--- src/rtl/idecode_stage_pkg.sv ---
// Shared definitions for the instruction decode stage: field ordering inside
// an instruction word and width derivations used by this and later stages.
package idecode_stage_pkg;

  localparam int unsigned NUM_FIELDS = 4;

  // Field slot index: slot i occupies bits [i*FW +: FW] of the instruction.
  typedef enum logic [1:0] {
    FLD_DEST = 2'd0,
    FLD_Q1   = 2'd1,
    FLD_Q0   = 2'd2,
    FLD_OP   = 2'd3
  } field_e;

  function automatic int unsigned iw_of(input int unsigned fw);
    return NUM_FIELDS * fw;
  endfunction

  // Packed bundle: {instr, imm, is_imm, illegal}
  function automatic int unsigned bundle_w_of(input int unsigned fw);
    return iw_of(fw) + 2 * fw + 2;
  endfunction

endpackage

--- src/rtl/idecode_skid.sv ---
// Generic WIDTH-bit valid/ready register stage with a one-entry skid slot;
// ready depends only on registered state and reset, never on downstream ready.
module idecode_skid
  import idecode_stage_pkg::*;
#(
  parameter int unsigned WIDTH = 8
) (
  input  logic             clk,
  input  logic             rst,
  input  logic             i_flush,
  input  logic             i_in_valid,
  output logic             o_in_ready,
  input  logic [WIDTH-1:0] i_in_data,
  output logic             o_out_valid,
  input  logic             i_out_ready,
  output logic [WIDTH-1:0] o_out_data
);

  logic             r_out_valid;
  logic [WIDTH-1:0] r_out_data;
  logic             r_skid_valid;
  logic [WIDTH-1:0] r_skid_data;
  logic             w_in_fire;
  logic             w_out_free;

  assign o_in_ready  = ~r_skid_valid & ~rst;
  assign w_in_fire   = i_in_valid & o_in_ready;
  assign w_out_free  = ~r_out_valid | i_out_ready;
  assign o_out_valid = r_out_valid;
  assign o_out_data  = r_out_data;

  always_ff @(posedge clk) begin
    if (rst) begin
      r_out_valid  <= 1'b0;
      r_out_data   <= '0;
      r_skid_valid <= 1'b0;
      r_skid_data  <= '0;
    end else if (i_flush) begin
      r_out_valid  <= 1'b0;
      r_skid_valid <= 1'b0;
    end else if (w_out_free) begin
      // Skid entry is older than anything offered now (ready was low), so it goes first.
      if (r_skid_valid) begin
        r_out_data   <= r_skid_data;
        r_out_valid  <= 1'b1;
        r_skid_valid <= 1'b0;
      end else begin
        r_out_valid <= w_in_fire;
        if (w_in_fire) begin
          r_out_data <= i_in_data;
        end
      end
    end else if (w_in_fire) begin
      r_skid_data  <= i_in_data;
      r_skid_valid <= 1'b1;
    end
  end

endmodule

--- src/rtl/idecode_stage.sv ---
// Registered instruction decode stage: splits words into OP/Q0/Q1/DEST and
// classifies them; optional delivery counters under IDECODE_PERF_CNT_EN.
module idecode_stage
  import idecode_stage_pkg::*;
#(
  parameter int unsigned           FW              = 4,
  parameter int unsigned           IMM_OP_BASE     = 8,
  parameter logic [(1<<FW)-1:0]    OP_ILLEGAL_MASK = 16'h8000,
  parameter int unsigned           CNT_W           = 16
) (
  input  logic              clk,
  input  logic              rst,
  input  logic              flush,
  input  logic              in_valid,
  output logic              in_ready,
  input  logic [4*FW-1:0]   in_instr,
  output logic              out_valid,
  input  logic              out_ready,
  output logic [FW-1:0]     out_op,
  output logic [FW-1:0]     out_q0,
  output logic [FW-1:0]     out_q1,
  output logic [FW-1:0]     out_dest,
  output logic [2*FW-1:0]   out_imm,
  output logic              out_is_imm,
  output logic              out_illegal,
  output logic [CNT_W-1:0]  cnt_instr,
  output logic [CNT_W-1:0]  cnt_illegal
);

  localparam int unsigned IW = iw_of(FW);
  localparam int unsigned BW = bundle_w_of(FW);

  logic [FW-1:0]   w_field [NUM_FIELDS];
  logic [FW-1:0]   w_op;
  logic            w_is_imm;
  logic            w_illegal;
  logic [2*FW-1:0] w_imm;
  logic [BW-1:0]   w_dec;
  logic [BW-1:0]   w_out_bundle;

  genvar gi;
  generate
    for (gi = 0; gi < NUM_FIELDS; gi++) begin : g_field
      assign w_field[gi] = in_instr[gi*FW +: FW];
    end
  endgenerate

  assign w_op      = w_field[FLD_OP];
  assign w_is_imm  = (32'(w_op) >= IMM_OP_BASE);
  assign w_illegal = OP_ILLEGAL_MASK[w_op];
  assign w_imm     = w_is_imm ? {w_field[FLD_Q0], w_field[FLD_Q1]} : '0;
  assign w_dec     = {in_instr[IW-1:0], w_imm, w_is_imm, w_illegal};

  idecode_skid #(
    .WIDTH (BW)
  ) u_skid (
    .clk         (clk),
    .rst         (rst),
    .i_flush     (flush),
    .i_in_valid  (in_valid),
    .o_in_ready  (in_ready),
    .i_in_data   (w_dec),
    .o_out_valid (out_valid),
    .i_out_ready (out_ready),
    .o_out_data  (w_out_bundle)
  );

  assign {out_op, out_q0, out_q1, out_dest, out_imm, out_is_imm, out_illegal} = w_out_bundle;

`ifdef IDECODE_PERF_CNT_EN
  logic [CNT_W-1:0] r_cnt_instr;
  logic [CNT_W-1:0] r_cnt_illegal;

  // Flush does not cancel a delivery that completes in the same cycle.
  always_ff @(posedge clk) begin
    if (rst) begin
      r_cnt_instr   <= '0;
      r_cnt_illegal <= '0;
    end else if (out_valid && out_ready) begin
      r_cnt_instr <= r_cnt_instr + 1'b1;
      if (out_illegal) begin
        r_cnt_illegal <= r_cnt_illegal + 1'b1;
      end
    end
  end

  assign cnt_instr   = r_cnt_instr;
  assign cnt_illegal = r_cnt_illegal;
`else
  assign cnt_instr   = '0;
  assign cnt_illegal = '0;
`endif

endmodule

--- config.mk ---
export PLATFORM = sky130hd
export DESIGN_NAME = idecode_stage
export DESIGN_NICKNAME = d
export VERILOG_FILES = /design/src/rtl/idecode_stage_pkg.sv /design/src/rtl/idecode_skid.sv /design/src/rtl/idecode_stage.sv
export SDC_FILE = /design/constraint.sdc
export NUM_CORES = 1
export LEC_CHECK = 0
export CELL_PAD_IN_SITES_DETAIL_PLACEMENT = 2
export CELL_PAD_IN_SITES_GLOBAL_PLACEMENT = 2
export CORE_ASPECT_RATIO = 0.8
export CORE_UTILIZATION = 29
export DETAILED_ROUTE_END_ITERATION = 10
export PLACE_DENSITY_LB_ADDON = 0.2
export SLEW_MARGIN = 10
export SYNTH_ARGS = -nofsm -noshare
export SYNTH_HDL_FRONTEND = slang
export SYNTH_SLANG_ARGS = --single-unit
--- constraint.sdc ---
create_clock -name clk -period 2.3 [get_ports clk]
set_input_delay 0.345 -clock clk [delete_from_list [all_inputs] [get_ports clk]]
set_output_delay 0.345 -clock clk [all_outputs]
set_load 0.02 [all_outputs]
==> run summary, run 1 <==
RSZ-0062 raised after global routing -> false
Setup Crit Path Kind -> flop to output pin
DRT iter0 DRCs -> 56
Worst setup path start -> u_skid.r_skid_valid$_SDFFE_PP0P_
CTS tree -> done
Share of Yosys cell area claimed by the top area cell type -> 42.6%
I/O Pins -> 81
First-pass DRT Iterations -> 4
Endpoints failing setup -> 0
Worst flop-to-flop path startpoint -> u_skid.r_skid_valid$_SDFFE_PP0P_
First-pass GRT wire length -> 10700 um
Max Cap Viol -> 0
Register area share after synthesis -> 42.6%
Synth Area in Adders -> 0%
Share of cells above drive strength 1 -> 13.4%
Largest net degree at the start of global routing -> 38
Worst-path clk slew -> 0.09 ns
Initial Util -> 29.9%
LEAKAGE -> 1.06 nW
# hold bufs at CTS -> 0
Final hold vios -> 0
Final cell count without fillers -> 441
Simple-gate share of the synthesized area -> 16.5%
H-tree depth -> 2
WHS Endpoint -> u_skid.r_skid_valid$_SDFFE_PP0P_
Number of distinct library cells after synthesis -> 21
# port buffers -> 48
Max Buffers Root-to-Sink -> 2
Post-layout nets -> 349
Post-CTS setup buffers -> 0
Asr flop ratio synth -> 0%
Post-synthesis compound-gate area fraction -> 21.1%
DP Wirelength -> 4490 um
Post-synth top flop -> dfxtp_1
Ys Warns -> 0
Pwr Density -> 621 nW/um^2
FF-to-FF End -> u_skid.o_out_data[24]$_SDFFE_PP0P_
Status -> complete, no violations
Startpoint type of the worst setup path -> flop
Total gr overflow -> 0
Req. time, crit path -> 1.96 ns
Most frequent cells in the layout -> 54 x dfxtp_1, 47 x clkdlybuf4s50_1, 43 x nand2_1
Critical path arrival -> 1.54 ns
Period utilisation layout -> 81.9%
DRC Markers -> 0
Syn_area_per_cell -> 8.84 um^2
Post-synthesis mux area share -> 5.92%
Largest family of logic cells by synthesized area -> compound AO/OA/AOI/OAI gates
Critical Path Fanout Max -> 4
Reg2reg path depth -> 5
Post-synth EDFFs -> 0
Worst-Margin Slew -> 0.627 ns
Worst Hold Depth -> 3
Post-cts resize count -> 0
Setup TNS -> 0 ns
Final clock skew -> 0.0136 ns
Slew headroom -> 58.1%
Vias in the first global route -> 2178
Hold/Removal Path Class -> input port to flop
Total Routing Usage GR -> 15.1%
Ant diodes -> 0
Fin crit period -> 1.88 ns
Die Width -> 107 um
Post-Syn Area -> 2540 um^2
Synth area leader -> dfxtp_1
Post-synthesis xor/xnor area fraction -> 0%
Die Y -> 85.7 um
Synth Instances -> 287
Via density -> 4.71
Detail Route Antenna Nets -> 0
Top cells by area, synth -> dfxtp_1 43%, a211oi_2 12%, buf_4 10%
Area Overhead vs Synth -> 23.3%
Clk Latency, worst-skew pair -> 0.32 ns
Num CTS Buffers -> 5
Core Footprint -> 8480 um^2
R2R Setup Slk -> 0.69 ns
Hold slack final -> 0.459 ns
Final wirelength -> 6560 um
Final Total Pwr -> 0.00194 W
Antenna violations before repair -> 0
Vias after detailed routing -> 2076
Routed WL per cell -> 14.9 um
Max IR drop VDD -> 0.221 mV
Pins Over Slew Limit -> 0
CTS sink count -> 54
RePlAce Congestion -> 0.710
FP Rows -> 30
CP endpoint kind -> output pin
Fin util -> 36.9%
Hold wc startpoint -> rst
Root Buffer -> clkbuf_8
Commonest non-fill, non-tap cell in the layout -> dfxtp_1
Yosys reg bits -> 54
Max frequency -> 531 MHz
Placed Cells incl. Taps -> 433
Die area -> 9130 um^2
==> critical path: stages (launching register included) <==
cell and delay, ns:
dfxtp_1 0.36, nor2_1 0.23, clkdlybuf4s50_1 0.65
==> cell usage after synthesis, types with 3 or more instances <==
library cell and count:
a211oi_1 3, a211oi_2 24, a21oi_1 37, and3_1 9, buf_2 7, buf_4 35, clkbuf_1 10, dfxtp_1 54
mux2i_1 15, nand2_1 43, nand3_1 9, nor2_1 29
==> layout make-up <==
type                       count  area, um^2
timing repair buffer          57         568
sequential                    54        1080
inverter                       2        7.51
clock buffer                   6        72.6
clock inverter                 2        37.5
multi-input combinational    208        1220
tap                          112         140
fill                         989        5350
==> metal layers <==
metal  wire length, um  GRT usage [%]  up-vias
li1                  -              -      986
met1              3050           19.1     1030
met2              3210           25.6       51
met3               216           2.81        9
met4                82           5.60        0
met5                 0              0        -
==> how the worst max path moves through the flow <==
stage	endpoint	slack, ns	cells after the start
after floorplan	u_skid.r_skid_data[6]$_SDFFE_PP0P_	0.76	6
after detailed placement	u_skid.r_skid_data[7]$_SDFFE_PP0P_	0.21	6
final	in_ready	0.42	2
after CTS	in_ready	0.39	2
after global placement	u_skid.r_skid_data[4]$_SDFFE_PP0P_	0.29	6
after global routing	in_ready	0.34	2
==> cells by family after synthesis <==
family	Yosys count
AND/OR/NAND/NOR	96
multiplexers	15
other	1
AO/OA/AOI/OAI	65
flip-flops	54
buffers and inverters	56
==> through the flow <==
stage          worst slack (ns)  area [um^2]
4_1_cts                   0.389         3130
5_1_grt                   0.337         3130
3_3_place_gp              0.293         3020
6_report                  0.417         3130
2_1_floorplan             0.763         2650
3_5_place_dp              0.212         3020
==> flip-flops by register name (all words and copies together), names as in the netlist <==
name                 count
u_skid.o_out_valid       1
u_skid.o_out_data       26
u_skid.r_skid_valid      1
u_skid.r_skid_data      26
==> where the power goes <==
group | internal [W] | leakage (nW) | total [W] | switching (W)
registers | 0.000962 | 0.438 | 0.000977 | 0.0000150
clock network | 0.000326 | 0.0514 | 0.000655 | 0.000329
logic | 0.000121 | 0.565 | 0.000311 | 0.000189
(Power assumes the default switching activity.)
==> run 2: changes to the inputs <==
--- a/config.mk
+++ b/config.mk
@@ -8,7 +8,7 @@
 export CELL_PAD_IN_SITES_DETAIL_PLACEMENT = 2
 export CELL_PAD_IN_SITES_GLOBAL_PLACEMENT = 2
 export CORE_ASPECT_RATIO = 0.8
-export CORE_UTILIZATION = 29
+export CORE_UTILIZATION = 27
 export DETAILED_ROUTE_END_ITERATION = 10
 export PLACE_DENSITY_LB_ADDON = 0.2
 export SLEW_MARGIN = 10
==> constraint.sdc (replaced) <==
create_clock -name clk -period 1.9 [get_ports clk]
set_input_delay 0.285 -clock clk [delete_from_list [all_inputs] [get_ports clk]]
set_output_delay 0.285 -clock clk [all_outputs]
set_load 0.02 [all_outputs]
==> run summary, run 2 (synthesized netlist as in run 1, its figures left out) <==
Metal2 WL -> 3040 um (-5.2%)
Ant diodes -> 0 (unchanged)
Max Buffers Root-to-Sink -> 2 (unchanged)
R2R Setup Slk -> 0.38 ns (-0.31 ns)
Combinational power share -> 14.7% (-1.3 points)
CTS tree -> done
Post-cts resize count -> 0 (unchanged)
Die Width -> 110 um (+3.6%)
Post-CTS setup buffers -> 0 (unchanged)
# port buffers -> 48 (unchanged)
Root Buffer -> clkbuf_16
Setup Crit Path Kind -> flop to output pin
Share of cells above drive strength 1 -> 13.9% (+0.48 points)
# hold bufs at CTS -> 0 (unchanged)
Reg2reg path depth -> 5 (unchanged)
End of the critical path -> in_ready
Commonest non-fill, non-tap cell in the layout -> dfxtp_1
Status -> complete, no violations
Clk Latency, worst-skew pair -> 0.30 ns (-0.02 ns)
CTS sink count -> 54 (unchanged)
First-pass DRT Iterations -> 3 (-1)
Startpoint type of the worst setup path -> flop
Highest Signal Layer -> met4
Final cell count without fillers -> 447 (+1.4%)
FP Rows -> 31 (+3.3%)
Placed Cells incl. Taps -> 439 (+1.4%)
Largest net degree at the start of global routing -> 33 (-13%)
Final wirelength -> 6470 um (-1.4%)
Worst setup path start -> u_skid.r_skid_valid$_SDFFE_PP0P_
Endpoints failing setup -> 0 (unchanged)
DRT iter0 DRCs -> 51 (-8.9%)
Routed met3 length -> 274 um (+27%)
Cell internal pwr -> 0.00194 W (+38%)
Hold/Removal Path Class -> input port to flop
Max IR drop VDD -> 0.305 mV (+38%)
First-pass GRT wire length -> 10600 um (-1.3%)
Req. time, crit path -> 1.62 ns (-0.34 ns)
Initial Util -> 28.0% (-2.0 points)
Final clock skew -> 0.00428 ns (-0.00934 ns)
Seq pwr share -> 45.5% (-4.8 points)
Detail Route Antenna Nets -> 0 (unchanged)
CP endpoint kind -> output pin
Core Footprint -> 9080 um^2 (+7.0%)
Die Y -> 88.7 um (+3.6%)
Clk pwr share -> 39.9% (+6.2 points)
Routed WL per cell -> 14.5 um (-2.7%)
RSZ-0062 raised after global routing -> false
Period utilisation layout -> 95.9%
FF-to-FF End -> u_skid.o_out_data[4]$_SDFFE_PP0P_
Worst Hold Depth -> 3 (unchanged)
Total gr overflow -> 0 (unchanged)
Max frequency -> 549 MHz
Die area -> 9790 um^2 (+7.3%)
Fillcell total -> 1053 (+6.5%)
Critical Path Fanout Max -> 4 (unchanged)
Pwr Density -> 807 nW/um^2 (+30%)
Most frequent cells in the layout -> 54 x dfxtp_1, 47 x clkdlybuf4s50_1, 43 x nand2_1
Num CTS Buffers -> 5 (unchanged)
H-tree depth -> 2 (unchanged)
Net Sw Power -> 0.000660 W (+24%)
Vias in the first global route -> 2181 (+0.14%)
DRC Markers -> 0 (unchanged)
Final hold vios -> 0 (unchanged)
I/O Pins -> 81 (unchanged)
RePlAce Congestion -> 0.705 (-0.73%)
Critical path arrival -> 1.54 ns (about the same)
Total Routing Usage GR -> 14.5% (-0.58 points)
Area Overhead vs Synth -> 26.9%
Fin util -> 35.5% (-1.4 points)
Fin crit period -> 1.82 ns
Met1 wire length -> 3070 um (+0.89%)
Sw frac -> 25.4% (-2.1 points)
Max Cap Viol -> 0 (unchanged)
LEAKAGE -> 1.10 nW (+4.1%)
Worst-path clk slew -> 0.06 ns (-0.03 ns)
Vias after detailed routing -> 2052 (-1.2%)
Worst flop-to-flop path startpoint -> u_skid.r_skid_valid$_SDFFE_PP0P_
Pins Over Slew Limit -> 0 (unchanged)
Final Total Pwr -> 0.00260 W (+34%)
Post-layout nets -> 352 (+0.86%)
DP Wirelength -> 4570 um (+2.0%)
Via density -> 4.59 (-2.5%)
Antenna violations before repair -> 0 (unchanged)
==> run 2: cell types whose count changed in the layout (fill, tap and decap cells not counted), sizes merged <==
cell / change
clkbuf: +1
clkinvlp: -1
buf: +3
==> run 2: power by group through the flow <==
stage | Clock (W) | Sequential, W | Combinational, W
6_report | 0.00104 | 0.00118 | 0.000382
5_1_grt | 0.00113 | 0.00119 | 0.000417
4_1_cts | 0.00108 | 0.00118 | 0.000387
3_5_place_dp | 0 | 0.00121 | 0.000385
3_3_place_gp | 0 | 0.00121 | 0.000380
2_1_floorplan | 0 | 0.00124 | 0.000239
==> run 2: cell type report <==
cell class              instances  area, um^2  share of cell area, %
repair buffers                 60         603                   18.7
flip-flops and latches         54        1080                   33.6
multi-input cells             208        1220                   38.0
inverters                       2        7.51                  0.233
well taps                     115         144                   4.47
clock buffers                   7         133                   4.12
clock inverters                 1        30.0                  0.932
==> run 2: critical path, stage by stage (launching register included) <==
cell             delay [ns]
dfxtp_1                0.35
nor2_1                 0.24
clkdlybuf4s50_1        0.65
==> run 2: how the worst min path moves through the flow <==
stage / start / end / slack (ns)
after CTS: rst / u_skid.r_skid_valid$_SDFFE_PP0P_ / 0.41
final: rst / u_skid.r_skid_valid$_SDFFE_PP0P_ / 0.41
after floorplan: flush / u_skid.o_out_valid$_SDFFE_PP0P_ / 0.36
after global routing: rst / u_skid.r_skid_valid$_SDFFE_PP0P_ / 0.42
after detailed placement: u_skid.r_skid_data[2]$_SDFFE_PP0P_ / u_skid.r_skid_data[2]$_SDFFE_PP0P_ / 0.45
after global placement: u_skid.r_skid_data[13]$_SDFFE_PP0P_ / u_skid.r_skid_data[13]$_SDFFE_PP0P_ / 0.44
==> run 2: per-stage QoR <==
| step | instance area, um^2 | setup slack [ns] | hold WS, ns | setup TNS (ns) |
|---|---|---|---|---|
| after floorplan | 2650 | 0.363 | 0.363 | 0 |
| after global placement | 3060 | 0.0449 | 0.442 | 0 |
| after detailed placement | 3060 | -0.0121 | 0.451 | -0.0175 |
| after CTS | 3220 | 0.0807 | 0.411 | 0 |
| after global routing | 3220 | 0.0194 | 0.420 | 0 |
| final | 3220 | 0.0781 | 0.411 | 0 |
==> run 2: layer usage <==
metal  vias up  GRT usage (%)
met5         -              0
met4         0           3.95
met3         6           4.49
met2        42           24.5
met1      1007           17.8
li1        997              -
==> run 3: changes to the inputs <==
--- a/config.mk
+++ b/config.mk
@@ -5,12 +5,13 @@
 export SDC_FILE = /design/constraint.sdc
 export NUM_CORES = 1
 export LEC_CHECK = 0
+export ABC_AREA = 1
 export CELL_PAD_IN_SITES_DETAIL_PLACEMENT = 2
 export CELL_PAD_IN_SITES_GLOBAL_PLACEMENT = 2
 export CORE_ASPECT_RATIO = 0.8
-export CORE_UTILIZATION = 27
+export CORE_UTILIZATION = 25
 export DETAILED_ROUTE_END_ITERATION = 10
-export PLACE_DENSITY_LB_ADDON = 0.2
+export PLACE_DENSITY_LB_ADDON = 0.1
 export SLEW_MARGIN = 10
 export SYNTH_ARGS = -nofsm -noshare
 export SYNTH_HDL_FRONTEND = slang
==> constraint.sdc (replaced) <==
create_clock -name clk -period 1.9 [get_ports clk]
set_input_delay 0.475 -clock clk [delete_from_list [all_inputs] [get_ports clk]]
set_output_delay 0.475 -clock clk [all_outputs]
set_load 0.02 [all_outputs]
==> run summary, run 3 <==
Asr flop ratio synth -> 0% (unchanged)
Post-synth EDFFs -> 0 (unchanged)
Critical path arrival -> 1.27 ns (-0.27 ns)
Die Width -> 123 um (+12%)
Vias after detailed routing -> 2785 (+36%)
Cell family with most CP delay -> buffers and inverters
Design area -> 3730 um^2 (+16%)
Clk Latency, worst-skew pair -> 0.30 ns (about the same)
Final wirelength -> 8580 um (+33%)
Period utilisation layout -> 91.9% (-3.9 points)
Yosys reg bits -> 54 (unchanged)
RSZ-0062 raised after global routing -> false
Setup Crit Path Kind -> flop to output pin
Final clock skew -> 0.00842 ns (+0.00414 ns)
Pins Over Slew Limit -> 0 (unchanged)
CTS sink count -> 54 (unchanged)
Worst-path clk slew -> 0.07 ns (about the same)
Number of distinct library cells after synthesis -> 20 (-4.8%)
Synth area leader -> dfxtp_1
Die Y -> 98.9 um (+11%)
Critical Path Fanout Max -> 3 (-1)
Max Buffers Root-to-Sink -> 2 (unchanged)
Synth Area in Adders -> 0% (unchanged)
Setup TNS -> 0 ns (unchanged)
Vias in the first global route -> 2886 (+32%)
Max stage delay on crit path -> 0.62 ns (-0.03 ns)
R2R Setup Slk -> 0.44 ns (+0.06 ns)
Top cells by area, synth -> dfxtp_1 37%, nor2_1 18%, nand2_1 17%
Endpoints failing setup -> 0 (unchanged)
Worst flop-to-flop path startpoint -> u_skid.r_skid_valid$_SDFFE_PP0P_
Simple-gate share of the synthesized area -> 41.4% (+25 points)
Post-synth top cells -> 137 x nor2_1, 136 x nand2_1, 54 x dfxtp_1
WHS Endpoint -> u_skid.r_skid_data[25]$_SDFFE_PP0P_
# port buffers -> 48 (unchanged)
Max Cap Viol -> 0 (unchanged)
Reg2reg path depth -> 6 (+1)
Syn_area_per_cell -> 6.25 um^2 (-29%)
H-tree depth -> 2 (unchanged)
Max frequency -> 572 MHz (+4.3%)
Detail Route Antenna Nets -> 0 (unchanged)
Synth Instances -> 469 (+63%)
Crit path cell chain -> clkdlybuf4s50_1
I/O Pins -> 81 (unchanged)
Root Buffer -> clkbuf_16
Total Routing Usage GR -> 15.1% (+0.62 points)
Num CTS Buffers -> 5 (unchanged)
Ys Warns -> 0 (unchanged)
First-pass DRT Iterations -> 4 (+1)
Hold/Removal Path Class -> flop to flop
Initial Util -> 26.3% (-1.6 points)
FP Rows -> 34 (+9.7%)
Final cell count without fillers -> 666 (+49%)
Die area -> 12200 um^2 (+24%)
Worst Hold Depth -> 2 (-1)
CP endpoint kind -> output pin
Share of cells above drive strength 1 -> 7.28% (-6.6 points)
LEAKAGE -> 1.82 nW (+66%)
RePlAce Congestion -> 0.710 (+0.71%)
Pwr Density -> 697 nW/um^2 (-14%)
Worst slack, placed -> -0.387 ns (-0.375 ns)
Top-count cell post-synth -> nor2_1
CTS tree -> done
Post-synthesis xor/xnor area fraction -> 0% (unchanged)
Final setup margin -> 0.153 ns (+0.0749 ns)
Share of Yosys cell area claimed by the top area cell type -> 36.9% (-5.7 points)
Slowest cell on the critical path -> clkdlybuf4s50_1
Hold wc startpoint -> u_skid.r_skid_data[25]$_SDFFE_PP0P_
DP Wirelength -> 6160 um (+35%)
Via density -> 4.18 (-8.9%)
Post-synth top flop -> dfxtp_1
Startpoint type of the worst setup path -> flop
Most frequent cells in the layout -> 137 x nor2_1, 136 x nand2_1, 54 x dfxtp_1
First-pass GRT wire length -> 14200 um (+34%)
Ant diodes -> 0 (unchanged)
Placed Cells incl. Taps -> 656 (+49%)
DRC Markers -> 0 (unchanged)
Placed Area -> 3540 um^2 (+16%)
Post-Syn Area -> 2930 um^2 (+16%)
Total gr overflow -> 0 (unchanged)
Register area share after synthesis -> 36.9% (-5.7 points)
Core Footprint -> 11100 um^2 (+23%)
Largest family of logic cells by synthesized area -> simple AND/OR/NAND/NOR gates
Fin crit period -> 1.75 ns (-0.0749 ns)
Final hold vios -> 0 (unchanged)
Crit path buf inv count -> 1 (unchanged)
Post-synthesis mux area share -> 0% (-5.9 points)
FF-to-FF End -> u_skid.o_out_data[1]$_SDFFE_PP0P_
DRT iter0 DRCs -> 57 (+12%)
Area Overhead vs Synth -> 27.1%
Largest net degree at the start of global routing -> 43 (+30%)
Post-layout nets -> 542 (+54%)
Routed WL per cell -> 12.9 um (-11%)
Max IR drop VDD -> 0.291 mV (-4.8%)
Status -> complete, no violations
Post-synthesis compound-gate area fraction -> 1.62% (-19 points)
Antenna violations before repair -> 0 (unchanged)
Req. time, crit path -> 1.42 ns (-0.20 ns)
Commonest non-fill, non-tap cell in the layout -> nor2_1
[run 3: cell count changes after synthesis, sizes merged, moves of 19 or more]
| cell | delta |
|---|---|
| nand2 | +93 |
| inv | +49 |
| a21oi | -33 |
| nand3 | +19 |
| nor2 | +110 |
| a211oi | -27 |
[run 3: area by class of cell]
cell class	count	area, um^2
flip-flops and latches	54	1080
fillers	1375	7420
inverters	51	196
repair buffers	67	727
clock buffers	6	139
well taps	144	180
multi-input cells	342	1390
clock inverters	2	12.5
[run 3: worst max path at each step]
stage / startpoint / end / slack (ns) / depth (start not counted)
2_1_floorplan: u_skid.r_skid_valid$_SDFFE_PP0P_ / in_ready / 0.62 / 5
3_3_place_gp: rst / u_skid.o_out_data[6]$_SDFFE_PP0P_ / -0.30 / 7
3_5_place_dp: rst / u_skid.o_out_data[14]$_SDFFE_PP0P_ / -0.39 / 7
4_1_cts: rst / in_ready / 0.007 / 5
5_1_grt: out_ready / u_skid.o_out_data[0]$_SDFFE_PP0P_ / 0.03 / 11
6_report: u_skid.o_out_valid$_SDFFE_PP0P_ / out_valid / 0.15 / 1
[run 3: routing by layer]
layer  routed length (um)  track usage [%]  up-vias  share of wire (%)
met5                    0                0        -                  0
met4                   48             3.06        0               0.56
met3                  256             2.78        4                3.0
met2                 4300             26.9       43                 50
met1                 3980             18.8     1323                 46
li1                     -                -     1415                  -
[run 3: what timing repair did]
action                                  4_1_cts  5_1_grt
pin swaps                                     1        1
buffers inserted                              0        1
endpoints found under the hold margin         0        0
resized for setup                             4        1
hold buffers                                  0        0
endpoints found under the setup margin       26       14
cloned                                        1        0
[run 3: cells by family (layout without fill, tap and decap cells)]
group / after synthesis / count (layout)
AND/OR/NAND/NOR: 304 / 305
buffers and inverters: 105 / 126
flip-flops: 54 / 54
AO/OA/AOI/OAI: 5 / 5
other: 1 / 32
[run 3: report_power, final]
group / switching (W) / internal, W
combinational: 0.000270 / 0.000178
sequential: 0.0000160 / 0.00116
clock: 0.000446 / 0.000524
total: 0.000732 / 0.00186
[run 3: stage by stage]
stage / hold WS (ns) / utilization, % / total power, W
6_report: 0.479 / 33.5 / 0.00260
2_1_floorplan: 0.435 / - / 0.00151
4_1_cts: 0.486 / 33.3 / 0.00265
3_3_place_gp: 0.457 / 31.8 / 0.00164
5_1_grt: 0.504 / 33.5 / 0.00274
3_5_place_dp: 0.474 / 31.8 / 0.00165
